==> config.mk <==
export PLATFORM = sky130hd
export DESIGN_NAME = mdu_iter_divider
export DESIGN_NICKNAME = d
export VERILOG_FILES = /design/src/rtl/mdu_iter_divider.sv
export SDC_FILE = /design/constraint.sdc
export NUM_CORES = 1
export LEC_CHECK = 0
export BUFFER_PORTS_ARGS = -buffer_cell sky130_fd_sc_hd__buf_2
export CORE_ASPECT_RATIO = 0.8
export CORE_MARGIN = 1.5
export CORE_UTILIZATION = 35
export DETAILED_ROUTE_END_ITERATION = 10
export GPL_TIMING_DRIVEN = 0
export PLACE_DENSITY = 0.64
export SYNTH_ARGS = -nofsm -noshare
export SYNTH_HDL_FRONTEND = slang
export SYNTH_SLANG_ARGS = --single-unit
==> constraint.sdc <==
create_clock -name clk -period 8.4 [get_ports clk]
set_input_delay 1.68 -clock clk [delete_from_list [all_inputs] [get_ports clk]]
set_output_delay 1.68 -clock clk [all_outputs]
set_load 0.005 [all_outputs]
==> src/rtl/mdu_iter_divider.sv <==
// Radix-2 restoring divider for DIV/DIVU: one quotient bit per cycle on magnitudes,
// signs re-applied in a final cycle, result held until the consumer takes it.
module mdu_iter_divider #(
  parameter int WIDTH = 32
) (
  input  logic             clk,
  input  logic             rst,
  input  logic             flush,
  input  logic             in_valid,
  output logic             in_ready,
  input  logic             is_signed,
  input  logic [WIDTH-1:0] dividend,
  input  logic [WIDTH-1:0] divisor,
  output logic             out_valid,
  input  logic             out_ready,
  output logic [WIDTH-1:0] quotient,
  output logic [WIDTH-1:0] remainder,
  output logic             div_by_zero
);

  typedef enum logic [1:0] {S_IDLE, S_CALC, S_SIGN, S_DONE} state_t;

  state_t                  r_state;
  logic [5:0]              r_cnt;
  logic [WIDTH-1:0]        r_part;
  logic [WIDTH-1:0]        r_qsh;
  logic [WIDTH-1:0]        r_dvsr;
  logic                    r_neg_q;
  logic                    r_neg_r;
  logic [WIDTH-1:0]        r_quot;
  logic [WIDTH-1:0]        r_rem;
  logic                    r_dbz;

  logic                    w_accept;
  logic [WIDTH:0]          w_shift;
  logic signed [WIDTH:0]   w_diff;
  logic                    w_qbit;

  function automatic logic [WIDTH-1:0] f_cond_neg(input logic [WIDTH-1:0] v, input logic neg);
    return neg ? (~v + 1'b1) : v;
  endfunction

  assign in_ready    = (r_state == S_IDLE);
  assign out_valid   = (r_state == S_DONE);
  assign quotient    = r_quot;
  assign remainder   = r_rem;
  assign div_by_zero = r_dbz;
  assign w_accept    = in_valid & in_ready & ~flush;

  // The running remainder is always below the divisor, so the shifted value is
  // below twice the divisor and the trial difference fits in WIDTH+1 signed bits.
  assign w_shift = {r_part, r_qsh[WIDTH-1]};
  assign w_diff  = $signed(w_shift) - $signed({1'b0, r_dvsr});
  assign w_qbit  = ~w_diff[WIDTH];

  // Datapath: operand magnitudes latched at accept, one restoring step per CALC cycle.
  // The dividend shift register fills with quotient bits as dividend bits leave.
  always_ff @(posedge clk) begin
    if (w_accept) begin
      r_qsh   <= f_cond_neg(dividend, is_signed & dividend[WIDTH-1]);
      r_dvsr  <= f_cond_neg(divisor, is_signed & divisor[WIDTH-1]);
      r_part  <= '0;
      r_neg_q <= is_signed & (dividend[WIDTH-1] ^ divisor[WIDTH-1]);
      r_neg_r <= is_signed & dividend[WIDTH-1];
    end else if (r_state == S_CALC) begin
      r_part <= w_qbit ? w_diff[WIDTH-1:0] : w_shift[WIDTH-1:0];
      r_qsh  <= {r_qsh[WIDTH-2:0], w_qbit};
    end
  end

  // Control and registered results
  always_ff @(posedge clk or negedge rst) begin
    if (!rst) begin
      r_state <= S_IDLE;
      r_cnt   <= '0;
      r_quot  <= '0;
      r_rem   <= '0;
      r_dbz   <= 1'b0;
    end else if (flush) begin
      r_state <= S_IDLE;
    end else begin
      case (r_state)
        S_IDLE: begin
          if (in_valid) begin
            if (divisor == '0) begin
              r_state <= S_DONE;
              r_quot  <= '1;
              r_rem   <= dividend;
              r_dbz   <= 1'b1;
            end else begin
              r_state <= S_CALC;
              r_cnt   <= '0;
            end
          end
        end
        S_CALC: begin
          r_cnt <= r_cnt + 6'd1;
          if (r_cnt == 6'(WIDTH - 1)) r_state <= S_SIGN;
        end
        S_SIGN: begin
          r_quot  <= f_cond_neg(r_qsh, r_neg_q);
          r_rem   <= f_cond_neg(r_part, r_neg_r);
          r_dbz   <= 1'b0;
          r_state <= S_DONE;
        end
        S_DONE: begin
          if (out_ready) r_state <= S_IDLE;
        end
        default: r_state <= S_IDLE;
      endcase
    end
  end

endmodule

# == Yosys cells after proc, flatten, opt, wreduce, memory -nomap -nowiden ==
# Index checks and enable logic that the tools add are counted.
# op_classes
addsub,6
mul,0
div,0
n_lt_le_gt_ge,0
eq_ne,10
shift,0
n_mux,25
bitwise_logic,12
n_reduce_logical,8
# op_table
cell,n
$mux W32,11
$add A32 B1 Y32 const B,4
$not A32 Y32,4
$pmux W32 S2,2
$sub A33 B33 Y33,1
$logic_not A32 Y1,1
$mux W6,2
$pmux W6 S2,1
$mux W2,5
$pmux W2 S4,1
$reduce_and A4 Y1,2
$add A6 B1 Y6 const B,1
$eq A6 B5 Y1 const B,1
$ne A3 B2 Y1 const B,2
$reduce_bool A2 Y1,3
$and A1 B1 Y1,5
$eq A2 B2 Y1 const B,2
$ne A2 B2 Y1 const B,2
$ne A3 B3 Y1 const B,1
$reduce_and A3 Y1,1
$eq A2 B1 Y1 const B,1
$logic_not A2 Y1,1
$mux W1,2
$ne A2 B1 Y1 const B,1
other kinds (3),4
# word_totals
ff_bits,171
latchBits,0
ramBits,0
rom_bits,0
inputBits,70
output_inout_bits,67
elab_cells,71
n_memories,0

# == Longest topological paths before layout ==
# depth
depth_word,5
depth_mapped,14

# == Worst setup path after synthesis ==
# No wires, ideal clock.
# synth_timing
kind,input -> register
from,input port divisor[16]
to,register r_rem[18] (netlist: remainder[18])
setup_time_ns,0.126
arrival_ns,4.154
slack_ns,4.120
path_stages,10
n_path_buf,2
cell_sequence,or4_1 nor4_2 nand2_1 or3_1 nor3_2 and3_1 clkbuf_1 nor2_1 clkbuf_1 a221o_1
# synth_via
elab_chain_len,3
# synth_rtl
item,line,source
from (decl),13,"input logic [WIDTH-1:0] divisor,"
$logic_not A32 Y1,85,if (divisor == '0) begin
$ne A2 B1 Y1 (no line),--,
$reduce_and A4 Y1 (no line),--,
to (signal assigned),88,r_rem <= dividend;
to (signal assigned),102,"r_rem <= f_cond_neg(r_part, r_neg_r);"
to (decl),31,logic [WIDTH-1:0] r_rem;
# No other way between the ends.
# A chain may end at the register's enable or synchronous reset.

# == Worst setup path after layout ==
# layout_timing
from,input port divisor[26]
to,register r_rem[29] (netlist: remainder[29])
# The elaborated chain is that of the path after synthesis.

==> impl_metrics.env <==
export IMPL_gr_total_overflow=0
export IMPL_min_path_type="reg -> reg"
export IMPL_finalPower_mw=4.750
export IMPL_ctsHoldBuffers=0
export IMPL_cts_root_buf="clkbuf_16"
export IMPL_syn2layout_area_growth_pct=16.54
export IMPL_finalSetupViolations=0
export IMPL_p_per_area_mw_per_mm2=365.0
export IMPL_seqCellArea_mm2=0.004449
export IMPL_io_buffers=136
export IMPL_min_from="remainder[12]"
export IMPL_wl_per_cell_um=18.35
export IMPL_max_slew_margin_rel_pct=18.42
export IMPL_ys_seq_area_share_pct=39.85
export IMPL_antenna_found_initial=4
export IMPL_synth_area_mm2=0.01116
export IMPL_slowest_stage="nor4b_1"
export IMPL_power_share_clock_pct=16.9
export IMPL_dr_pass1_iters=6
export IMPL_cellInternalPower_mw=2.659
export IMPL_fin_nets=1538
export IMPL_synth_fa_ha_area_share_pct=4.774
export IMPL_min_to="remainder[12]"
export IMPL_cts_setup_buffers=0
export IMPL_grt_start_max_net_pins=68
export IMPL_power_frac_seq_pct=34.4
export IMPL_outcome="complete, no violations"
export IMPL_synth_mux_area_fraction_pct=2.791
export IMPL_worst_r2r_path_depth=13
export IMPL_vias_per_cell=5.530
export IMPL_ioPinCount=137
export IMPL_worstSetupEndpointType="register"
export IMPL_via_count=10296
export IMPL_synth_warnings=0
export IMPL_start_kind="input pin"
export IMPL_p_sw_mw=2.090
export IMPL_maxCapViolCount=0
export IMPL_holdPathStages=2
export IMPL_grt_total_usage_pct=20.87
export IMPL_tightest_slew_ns=1.207
export IMPL_fillers=3127
export IMPL_fin_skew_ns=0.01436
export IMPL_grt_pass1_wl_um=53840
export IMPL_synthSimpleGateAreaFrac_pct=15.45
export IMPL_p_sw_share_pct=44.01
export IMPL_fp_dieW_um=202.7
export IMPL_multi_input_area_mm2=0.006226
export IMPL_ant_nets=0
export IMPL_synth_top_flop_cell="dfrtp_1"
export IMPL_finalHoldViolCount=0
export IMPL_post_route_min_period_ns=5.308
export IMPL_syn_nets=1381
export IMPL_power_leakage_nw=5.497
export IMPL_clockBufferDepth=2
export IMPL_drc_errors=0
export IMPL_cts_tree="done"
export IMPL_htree_num_levels=4
export IMPL_regToRegStartpoint="r_part[8]"
export IMPL_synth_cell_type_count=66
export IMPL_grt_pass1_vias=9800
export IMPL_synth_xor_area_share_pct=11.77
export IMPL_crit_type="in -> reg"
export IMPL_start_util_pct=35.53
export IMPL_synth_edff_count=66
export IMPL_num_rows=58
export IMPL_finalSetupTns_ns=0
export IMPL_cpPeakStageDelay_ns=1.04
export IMPL_r2r_setup_slack_ns=3.57
export IMPL_wirelength_um=34170
export IMPL_max_clock_freq_ghz=0.1884
export IMPL_synth_cells=1269
export IMPL_synth_top_family_by_area="compound AO/OA/AOI/OAI gates"
export IMPL_critPathArrivalTime_ns=5.67
export IMPL_ir_drop_v=0.0001543
export IMPL_layout_drive_gt1_share_pct=13.34
export IMPL_crit_path_cell_trace="buf_2 > nor3_1 > nand2b_1 > or3_1 > nor3_1 > nor4b_1 > nand2_1 > nor2_1 > buf_2 > a22oi_1 > o21ai_0"
export IMPL_core_area_mm2=0.03142
export IMPL_path_clk_slew_ns=0.07
export IMPL_place_congestion=0.8863
export IMPL_clk_latency_ns=0.44
export IMPL_r2r_end="r_part[29]"
export IMPL_cts_buffers=17
export IMPL_dpl_hpwl_um=26710
export IMPL_path_max_fanout=10
export IMPL_fin_crit_sh_pct=63.20
export IMPL_drv_slew=0
export IMPL_combPwrFrac_pct=48.7
export IMPL_postCtsResizedCells=0
export IMPL_synth_compound_area_share_pct=20.96
export IMPL_synth_seq_cells=171
export IMPL_drt_iter0_markers=1004
export IMPL_critPathRequiredTime_ns=8.76
export IMPL_rsz0062_at_grt="no"
export IMPL_dieArea_mm2=0.03299
export IMPL_die_h_um=162.7
export IMPL_synthArstFlopShare_pct=42.69
export IMPL_clock_sinks=171
export IMPL_synth_avg_cell_area_um2=8.798
[routing by layer]
metal / GRT usage (%) / up-vias / wire length (µm)
met3: 4.562 / 45 / 2534
met1: 30.80 / 5010 / 16620
met5: 0 / - / 31
met4: 6.330 / 4 / 691
li1: - / 4888 / -
met2: 30.20 / 349 / 14290
[cell usage after synthesis, drive strengths merged, types with 14 or more instances]
cell    instances  area (µm²)
o31ai          21       185.2
nor4           14       93.84
mux2i          30       300.3
nor2           74       277.8
o21ai         174       870.8
nand2b         15       93.84
inv            62       232.7
nand2         131       491.7
edfxtp         66        1982
dfrtp          73        1827
ha             41       513.0
nand3          15       75.07
xnor2          69       604.3
a21o           17       127.6
dfxtp          32       640.6
nor3           37       190.2
xor2           81       709.4
a21oi          97       485.5
clkbuf         53       198.9
[critical path, delay by kind of cell]
kind | cells | cell delay (ns)
and+or+nand+nor | 7 | 3.30
buffers and inverters | 2 | 0.47
AOI/OAI and AO/OA | 2 | 0.22
[power groups by stage]
stage	combinational [mW]	sequential [mW]	clock, mW
2_1_floorplan	1.63	1.53	0
3_3_place_gp	2.23	1.64	0
3_5_place_dp	2.27	1.64	0
4_1_cts	2.29	1.63	0.814
5_1_grt	2.60	1.68	0.844
6_report	2.31	1.63	0.805
[how the worst max path moves through the flow]
stage                            from            end  cells after the start  slack [ns]
after detailed placement  divisor[26]  remainder[25]                     11        2.76
after global placement    divisor[26]  remainder[29]                     11        2.74
after CTS                 divisor[26]  remainder[29]                     11        3.20
after global routing      divisor[25]  remainder[29]                     11        2.88
final                     divisor[26]  remainder[29]                     11        3.09
after floorplan           divisor[16]  remainder[18]                     10        4.12
[cells in the final DEF (no fill, tap or decap), types with 8 or more instances in the layout]
master,Yosys,final
o21ai_0,172,172
a211oi_1,8,8
nand2b_1,15,15
nand3_1,15,15
edfxtp_1,66,66
a221o_1,13,13
nand2_1,131,130
dfxtp_1,32,32
or3_1,13,13
nor2b_1,8,8
xor2_1,81,81
a21o_1,17,17
xnor2_1,69,69
and3_1,8,8
o41ai_1,10,10
o31ai_1,19,19
dfrtp_1,73,73
a21oi_1,97,97
or4_1,10,10
nor3_1,36,36
buf_2,6,141
nor2_1,74,74
a31oi_1,9,9
mux2i_1,30,30
ha_1,41,41
clkbuf_16,0,17
clkbuf_1,53,52
nor4_1,13,13
nand4_1,8,8
inv_1,62,62
[final cells by class]
type / instances / share of cell area, %
repair buffers: 138 / 5.616
multi-input cells: 971 / 47.85
inverters: 62 / 1.789
clock inverters: 15 / 1.183
plain buffers: 65 / 2.000
well taps: 420 / 4.039
clock buffers: 17 / 3.270
flip-flops and latches: 171 / 34.20
diodes: 3 / 0.05770
[kinds of logic after synthesis]
| kind of cell | after synthesis |
|---|---|
| compound gates | 389 |
| mux | 31 |
| flops | 171 |
| buf+inv | 127 |
| fa+ha+maj | 42 |
| simple gates | 359 |
| xor+xnor | 150 |
[per-stage QoR]
stage                     util, %  instance area, µm²  cells  setup slack (ns)  hold WS (ns)
after floorplan                 -               11160   1269             4.120        0.4733
after CTS                   41.38               13000   1859             3.196        0.4894
after detailed placement    39.53               12420   1827             2.756        0.4741
after global placement      39.37               12370   1825             2.736        0.4685
final                       41.41               13010   1862             3.092        0.4846
after global routing        41.39               13010   1860             2.878        0.5329
[registers in the layout, summed over array words and instances (netlist names)]
signal,count
r_qsh,32
div_by_zero,1
remainder,32
r_neg_q,1
r_neg_r,1
r_state,2
quotient,32
r_dvsr,32
r_part,32
r_cnt,6
No activity file was read; power rests on OpenSTA's default activity.
